File: src/rtl/systemizer_ctrl_pkg.sv
// Shared types and size derivations for the systemizer controller.
package systemizer_ctrl_pkg;

  typedef enum logic [2:0] {
    IDLE, LOAD, START, WAIT, DRAIN, FINISH, ERROR
  } state_t;

  // Ceiling log2, never narrower than one bit so single-value ranges still get a port.
  function automatic int clog2_min1(input int v);
    int r;
    r = 0;
    while ((1 << r) < v) r++;
    return (r < 1) ? 1 : r;
  endfunction

  function automatic int words_f(input int n, input int l, input int k);
    return (l * k) / n;
  endfunction

  function automatic int addr_w_f(input int n, input int l, input int k);
    return clog2_min1(words_f(n, l, k));
  endfunction

  function automatic int retry_w_f(input int max_retry);
    return clog2_min1(max_retry + 1);
  endfunction

endpackage

File: src/rtl/pk_skid_fifo.sv
// Two-entry output buffer with valid/ready on both sides; data registers reset to zero.
module pk_skid_fifo #(
  parameter int DW = 8
) (
  input  logic          clk,
  input  logic          rst,
  input  logic          in_valid,
  input  logic [DW-1:0] in_data,
  output logic          in_ready,
  output logic          out_valid,
  output logic [DW-1:0] out_data,
  input  logic          out_ready,
  output logic [1:0]    level
);

  logic [DW-1:0] mem [2];
  logic          head;
  logic          tail;
  logic [1:0]    cnt;
  logic          push;
  logic          pop;

  // A full buffer still accepts when the head leaves in the same cycle.
  assign in_ready  = (cnt != 2'd2) || out_ready;
  assign out_valid = (cnt != 2'd0);
  assign out_data  = mem[head];
  assign level     = cnt;
  assign push      = in_valid && in_ready;
  assign pop       = out_valid && out_ready;

  always_ff @(posedge clk or negedge rst) begin
    if (!rst) begin
      mem[0] <= '0;
      mem[1] <= '0;
      head   <= 1'b0;
      tail   <= 1'b0;
      cnt    <= 2'd0;
    end else begin
      if (push) begin
        mem[tail] <= in_data;
        tail      <= ~tail;
      end
      if (pop) head <= ~head;
      cnt <= cnt + {1'b0, push} - {1'b0, pop};
    end
  end

endmodule

File: src/rtl/systemizer_ctrl.sv
// Controller that loads a matrix into the systemizer, retries on failure and drains the result.
module systemizer_ctrl
  import systemizer_ctrl_pkg::*;
#(
  parameter  int N         = 20,
  parameter  int M         = 1,
  parameter  int L         = 200,
  parameter  int K         = 400,
  parameter  int MAX_RETRY = 7,
  localparam int DW        = N * M,
  localparam int W         = words_f(N, L, K),
  localparam int AW        = addr_w_f(N, L, K),
  localparam int RW        = retry_w_f(MAX_RETRY)
) (
  input  logic          clk,
  input  logic          rst,
  input  logic          req_start,
  input  logic          mat_valid,
  input  logic [DW-1:0] mat_data,
  output logic          mat_ready,
  output logic          regen,
  output logic          sys_start,
  input  logic          sys_done,
  input  logic          sys_fail,
  output logic          sys_wr_en,
  output logic [AW-1:0] sys_wr_addr,
  output logic [DW-1:0] sys_data_in,
  output logic          sys_rd_en,
  output logic [AW-1:0] sys_rd_addr,
  input  logic [DW-1:0] sys_data_out,
  output logic          pk_valid,
  output logic [DW-1:0] pk_data,
  input  logic          pk_ready,
  output logic          busy,
  output logic          done,
  output logic          error,
  output logic [RW-1:0] retry_cnt
);

  localparam logic [AW:0]   LAST = (AW + 1)'(W - 1);
  localparam logic [AW:0]   ONE  = (AW + 1)'(1);
  localparam logic [RW-1:0] RMAX = RW'(MAX_RETRY);

  state_t        state, state_nx;
  logic [AW:0]   wr_cnt, rd_cnt, pk_cnt;
  logic          rd_fin, rd_inflight;
  logic [RW-1:0] retry_q;
  logic          fifo_in_ready;
  logic [1:0]    fifo_level;
  logic          accept, pop, room, issue, launch;

  assign launch = req_start && (state == IDLE || state == FINISH || state == ERROR);
  assign accept = (state == LOAD) && mat_valid;
  assign pop    = pk_valid && pk_ready;

  // Buffered plus in-flight words, after this cycle's pop, must stay below two.
  assign room  = rd_inflight ? ((fifo_level == 2'd0) || (fifo_level == 2'd1 && pop))
                             : fifo_in_ready;
  assign issue = (state == DRAIN) && !rd_fin && room;

  assign mat_ready   = (state == LOAD);
  assign sys_wr_en   = accept;
  assign sys_wr_addr = wr_cnt[AW-1:0];
  assign sys_data_in = accept ? mat_data : '0;
  assign sys_start   = (state == START);
  assign regen       = (state == WAIT) && sys_fail && (retry_q < RMAX);
  assign sys_rd_en   = issue;
  assign sys_rd_addr = rd_cnt[AW-1:0];
  assign busy        = (state == LOAD) || (state == START) || (state == WAIT) || (state == DRAIN);
  assign done        = (state == FINISH);
  assign error       = (state == ERROR);
  assign retry_cnt   = retry_q;

  pk_skid_fifo #(.DW(DW)) u_fifo (
    .clk       (clk),
    .rst       (rst),
    .in_valid  (rd_inflight),
    .in_data   (sys_data_out),
    .in_ready  (fifo_in_ready),
    .out_valid (pk_valid),
    .out_data  (pk_data),
    .out_ready (pk_ready),
    .level     (fifo_level)
  );

  always_comb begin
    state_nx = state;
    case (state)
      IDLE, FINISH, ERROR: if (launch) state_nx = LOAD;
      LOAD:   if (accept && wr_cnt == LAST) state_nx = START;
      START:  state_nx = WAIT;
      WAIT: begin
        if (sys_fail)      state_nx = (retry_q < RMAX) ? LOAD : ERROR;
        else if (sys_done) state_nx = DRAIN;
      end
      DRAIN:  if (pop && pk_cnt == LAST) state_nx = FINISH;
      default: state_nx = IDLE;
    endcase
  end

  always_ff @(posedge clk or negedge rst) begin
    if (!rst) begin
      state       <= IDLE;
      wr_cnt      <= '0;
      rd_cnt      <= '0;
      pk_cnt      <= '0;
      rd_fin      <= 1'b0;
      rd_inflight <= 1'b0;
      retry_q     <= '0;
    end else begin
      state       <= state_nx;
      rd_inflight <= issue;
      if (state != LOAD)   wr_cnt <= '0;
      else if (accept)     wr_cnt <= wr_cnt + ONE;
      if (state != DRAIN) begin
        rd_cnt <= '0;
        pk_cnt <= '0;
        rd_fin <= 1'b0;
      end else begin
        if (issue) begin
          rd_cnt <= rd_cnt + ONE;
          if (rd_cnt == LAST) rd_fin <= 1'b1;
        end
        if (pop) pk_cnt <= pk_cnt + ONE;
      end
      if (launch)     retry_q <= '0;
      else if (regen) retry_q <= retry_q + RW'(1);
    end
  end

endmodule

File: config.mk
export PLATFORM = sky130hd
export DESIGN_NAME = systemizer_ctrl
export DESIGN_NICKNAME = d
export VERILOG_FILES = /design/src/rtl/systemizer_ctrl_pkg.sv /design/src/rtl/pk_skid_fifo.sv /design/src/rtl/systemizer_ctrl.sv
export SDC_FILE = /design/constraint.sdc
export NUM_CORES = 1
export LEC_CHECK = 0
export ABC_AREA = 1
export CORE_MARGIN = 1
export CORE_UTILIZATION = 35
export CTS_CLUSTER_DIAMETER = 50
export DETAILED_ROUTE_END_ITERATION = 7
export GPL_TIMING_DRIVEN = 0
export PLACE_DENSITY_LB_ADDON = 0.3
export SLEW_MARGIN = 20
export SYNTH_ARGS = -nofsm -noshare
export SYNTH_HDL_FRONTEND = slang
export SYNTH_SLANG_ARGS = --single-unit
File: constraint.sdc
create_clock -name clk -period 4.4 [get_ports clk]
set_input_delay 0.88 -clock clk [delete_from_list [all_inputs] [get_ports clk]]
set_output_delay 0.88 -clock clk [all_outputs]
set_load 0.02 [all_outputs]
### Word-level counts from Yosys, hierarchy flattened

Cells that the tools add are included.

* output and inout port bits: 76
* register bits: 91
* bits of input ports: 47

* bitwise gates (word level): 4
* reductions and logical operators: 31
* multiplexer cells: 26
* $add $sub $neg: 6
* $lt $le $gt $ge: 4
* equality and inequality tests: 17

Operator list (number)
* 2-to-1 mux 20 bit: 5
* 2-to-1 mux 13 bit: 6
* bitwise mux 40 bit: 1
* adder 13 x 1 -> 13 bit, second input constant: 3
* == test 13 x 12 -> 1 bit, second input constant: 3
* 2-to-1 mux 3 bit: 8
* demux 20 bit (select 1 bit): 1
* one-hot mux 3 bit (5 select lines): 1
* logical AND 1 bit: 12
* nonzero test 2 bit: 6
* == test 3 bit, second input constant: 3
* logical OR 1 bit: 7
* == test 3 x 2 -> 1 bit, second input constant: 2
* inequality test 3 bit, second input constant: 2
* >= comparator 2 bit, second input constant: 2
* 2-to-1 mux 1 bit: 4
* inequality test 2 x 1 -> 1 bit, second input constant: 2
* inequality test 2 bit, second input constant: 2
* NOT 1 -> 2 bit: 2
* AND reduction 4 bit: 1
* adder 3 x 1 -> 3 bit, second input constant: 1
* == test 3 x 1 -> 1 bit, second input constant: 1
* logical NOT 3 bit: 1
* less-than comparator 3 bit, second input constant: 1
* other kinds (10): 11

### Logic depth before layout (Yosys ltp)

Gate-level depths: netlist (run 1).

* depth after elaboration: 8
* mapped depth: 9
* mapped depth without buffers: 9

### By module

Synthesis (run 1) repeated with hierarchy kept, for this count alone.

* cells, all modules: 715
* area total of the unflattened synthesis: 5213.8 um^2

Modules (own cells, without submodules)
* systemizer_ctrl: cells an instance 447, instances 1, area each 3079.2 um^2, seq. area each 1176.1 um^2
* pk_skid_fifo: cells an instance 268, instances 1, area each 2134.5 um^2, seq. area each 1101.1 um^2

### Worst setup path after synthesis (run 1)

No wires, ideal clock.

* path kind: input to output
* start point: input port mat_valid
* end point: output port sys_data_in[0]
* setup slack: 1.825 ns
* arrival time: 1.695 ns
* cell stages on the path: 5
* cells stage by stage: inv_1 -> nor2_4 -> inv_1 -> buf_2 -> nor2_1

* longest elaborated chain between the ends: 2

RTL lines
* start: declaration: line systemizer_ctrl.sv:18 `input logic mat_valid,`
* logical AND 1 bit: line systemizer_ctrl.sv:53 `assign accept = (state == LOAD) && mat_valid;`
* net sys_wr_en: line systemizer_ctrl.sv:25 `output logic sys_wr_en,`
* 2-to-1 mux 20 bit: line systemizer_ctrl.sv:64 `assign sys_data_in = accept ? mat_data : '0;`
* end: declaration: line systemizer_ctrl.sv:27 `output logic [DW-1:0] sys_data_in,`

The timed path passes the listed nets, and every way through them passes these cells.

### Final worst setup path (run 1)

* start point: input port mat_valid
* end point: output port sys_data_in[11]

* longest elaborated chain between the ends: 2

RTL lines (line)
* logical AND 1 bit: systemizer_ctrl.sv:53
* 2-to-1 mux 20 bit: systemizer_ctrl.sv:64

No other way between the ends.

==> flow_summary.toml, run 1 <==
[pwr]
p_sw_w = 0.00144
sw_frac_of_total = 0.404
irDropWorstVdd_v = 0.000275
p_int_w = 0.00213
p_leak_nw = 3.25
power_w = 0.00357
seqPwrFrac = 0.337
pwr-share-comb = 0.461
clkPwrFrac = 0.203
power.density_mw_per_mm2 = 524

[global_route]
grt_pass1_wl_um = 19300
first_global_vias = 4151
grt_max_degree = 54
overflow = 0
track_usage = 0.162
antenna_found_initial = 0

[die]
initial_core_util = 0.362
dieArea_mm2 = 0.0149
core-area_mm2 = 0.0140
die_w_um = 122
pin_count = 123
row_count = 43
die_h_um = 122

[sta]
fin_skew_ns = 0.00710
rsz0062_at_grt = "no"
whs_ns = 0.433
slew_headroom = 0.660
layout_min_cycle_time_ns = 3.56
finalSetupTns_ns = 0
hold_violations = 0
slew_viol_final = 0
timing.fmax_mhz = 281
worstMarginPinSlew_ns = 0.511
setup_viol = 0
post-route-period-util = 0.809
setup_slack_ns = 0.839

[clock_tree]
clk_pin_slew_worst_paths_ns = 0.07
ctsHoldBuffers = 0
cts_tree = "done"
post-cts-setup-buffer-count = 0
clk_path_buf_depth = 2
cts_root_buf = "clkbuf_16"
cts_made_buffers = 9
worstSkewPairLatency_ns = 0.35
cts_resized = 0
clock_sinks = 91
htreeDepth = 3

[run]
max-cap-violations = 0

[placement]
placed_cell_area_mm2 = 0.00653
portBuffers = 122
place_congestion = 0.836
place_ws_ns = 0.837
hpwl_um = 8490

[synth]
synth.distinct_cells = 43
syn_nets = 731
yosysSeqAreaShare = 0.450
synth_edf_count = 0
syn_avg_cell_area_um2 = 7.46
ys_ff_latch = 91
syn_inst = 678
synth_ff_type = "dfrtp_1"
synth_warnings = 0
syn_area_mm2 = 0.00506
async_reset_ff_frac = 1.00

[setup_path]
slowest_delay_ns = 0.62
crit_chain = "clkdlybuf4s50_1, inv_1, nor2_4, inv_1, buf_2, nor2_1, clkdlybuf4s50_1"
cp_top_family = "buffers and inverters"
critical_path_class = "input port to output port"
end_kind = "output port"
slowest_stage = "clkdlybuf4s50_1"
crit_path_max_fanout = 10
arrival_ns = 2.68
cp-start-kind = "input port"
cp.required_ns = 3.52
cp_num_buf_inv = 5

[min_path]
min_path_type = "input port to async pin"

[detailed_routing]
num_vias = 4619
drt-initial-drc-count = 171
viasPerCell = 4.63
wl_um = 11600
wire_per_inst_um = 11.6
postRouteAntennaNets = 0
drc = 0
firstDrtPassIters = 5

[cells_and_area]
num-nets-final = 865
diodes = 0
stdcell_area_mm2 = 0.00681
drive_above_1_share = 0.0942
syn_to_final_growth_pct = 34.7

[outcome]
status = "finished clean"
-- layout make-up --
type / count / area, um2
clock inverters: 7 / 52.6
flip-flops and latches: 91 / 2280
clock buffers: 9 / 225
multi-input cells: 448 / 2120
plain buffers: 42 / 287
fillers: 1395 / 7180
repair buffers: 123 / 1250
inverters: 97 / 372
well taps: 180 / 225
-- power by group through the flow --
stage / Combinational, W / Sequential, W / Clock [W]
3_5_place_dp: 0.00166 / 0.00122 / 0
4_1_cts: 0.00167 / 0.00120 / 0.000748
5_1_grt: 0.00182 / 0.00123 / 0.000787
6_report: 0.00165 / 0.00120 / 0.000724
3_3_place_gp: 0.00164 / 0.00121 / 0
2_1_floorplan: 0.00102 / 0.00119 / 0
-- state kept, by name (all words and copies together) (netlist names) --
signal,count
u_fifo.mem,40
rd_cnt,13
u_fifo.tail,1
retry_cnt,3
pk_cnt,13
u_fifo.head,1
wr_cnt,13
rd_fin,1
state,3
u_fifo.level,2
rd_inflight,1
-- cells in the mapped netlist, types with 2 or more instances --
| cell | count | area [um2] |
|---|---|---|
| nand3_2 | 2 | 20.0 |
| buf_6 | 3 | 33.8 |
| ha_1 | 6 | 75.1 |
| xnor2_1 | 2 | 17.5 |
| nand4_1 | 19 | 119 |
| o21ai_1 | 26 | 130 |
| inv_2 | 3 | 11.3 |
| nor2_1 | 68 | 255 |
| a31oi_1 | 3 | 18.8 |
| dfrtp_1 | 91 | 2280 |
| nand2_1 | 195 | 732 |
| o21ai_0 | 36 | 180 |
| a21oi_1 | 13 | 65.1 |
| nand3_1 | 32 | 160 |
| o21ai_2 | 6 | 52.6 |
| inv_1 | 92 | 345 |
| buf_4 | 26 | 195 |
| nor3_1 | 15 | 75.1 |
| nand2_4 | 2 | 22.5 |
| buf_2 | 6 | 30.0 |
| and3_1 | 2 | 12.5 |
| o21bai_1 | 3 | 22.5 |
| nor2_4 | 2 | 22.5 |
| clkbuf_1 | 6 | 22.5 |
-- kinds of logic after synthesis --
| family | share of synthesized area |
|---|---|
| and+or+nand+nor | 0.297 |
| buffers and inverters | 0.130 |
| AOI/OAI and AO/OA | 0.103 |
| xor gates and xnor gates | 0.00520 |
| adders and majority gates | 0.0148 |
| DFF | 0.450 |
-- worst paths after layout --
| path | slack, ns | endpoint | startpoint | depth (start not counted) |
|---|---|---|---|---|
| max in group asynchronous | 3.39 | u_fifo.mem[22] | rst | 2 |
| min reg2reg | 0.49 | u_fifo.mem[13] | u_fifo.mem[13] | 2 |
| min | 0.43 | u_fifo.mem[36] | rst | 1 |
| max reg2reg | 2.68 | u_fifo.level[1] | u_fifo.level[1] | 6 |
| max | 0.84 | sys_data_in[11] | mat_valid | 7 |
| min in group clk | 0.49 | u_fifo.mem[13] | u_fifo.mem[13] | 2 |
-- stage by stage --
| step | utilization | instances |
|---|---|---|
| 6_report | 0.487 | 997 |
| 2_1_floorplan | - | 678 |
| 5_1_grt | 0.487 | 997 |
| 3_3_place_gp | 0.465 | 980 |
| 4_1_cts | 0.487 | 997 |
| 3_5_place_dp | 0.467 | 981 |
-- worst reg2reg max path: cells and delay by family (launching register included) --
kind	cells	cell delay [ns]
AO/OA/AOI/OAI	1	0.41
XOR/XNOR	1	0.12
adder cells (fa/ha/maj)	2	0.47
buffers and inverters	2	0.18
flip-flops	1	0.44
-- routing by layer --
layer	up-vias	track usage	wire (um)
li1	2397	-	-
met1	2121	0.219	5420
met2	90	0.259	5480
met3	11	0.0251	522
met4	0	0.0663	191
met5	-	0	0
-- placed cells by master, fill, tap and decap left out, types with 3 or more instances in the layout --
cell             synthesis  layout
a21oi_1                 13      13
a31oi_1                  3       3
buf_2                    6       6
buf_4                   26      26
buf_6                    3       4
clkbuf_1                 6       6
clkbuf_16                0       9
clkdlybuf4s50_1          0     121
clkinvlp_4               0       4
dfrtp_1                 91      91
ha_1                     6       6
inv_1                   92      92
inv_2                    3       3
nand2_1                195     195
nand3_1                 32      32
nand4_1                 19      19
nor2_1                  68      68
nor3_1                  15      15
o21ai_0                 36      36
o21ai_1                 26      26
o21ai_2                  6       6
o21bai_1                 3       3
No activity file was read; power rests on OpenSTA's default activity.
==> run 2, diff against run 1 <==
==> constraint.sdc (replaced) <==
create_clock -name clk -period 3.5 [get_ports clk]
set_input_delay 0.7 -clock clk [delete_from_list [all_inputs] [get_ports clk]]
set_output_delay 0.7 -clock clk [all_outputs]
set_load 0.02 [all_outputs]
==> results of run 2 <==
Same layout as run 1 (identical final DEF). Status: finished clean.
Main changes from that run: setup slack after placement 0.837 ns -> 0.297 ns; setup slack after layout 0.839 ns -> 0.299 ns; hold slack 0.433 ns -> 0.253 ns; register-to-register setup slack 2.68 ns -> 1.78 ns; total power 0.00357 W -> 0.00449 W; worst IR drop on VDD 0.000275 V -> 0.000345 V
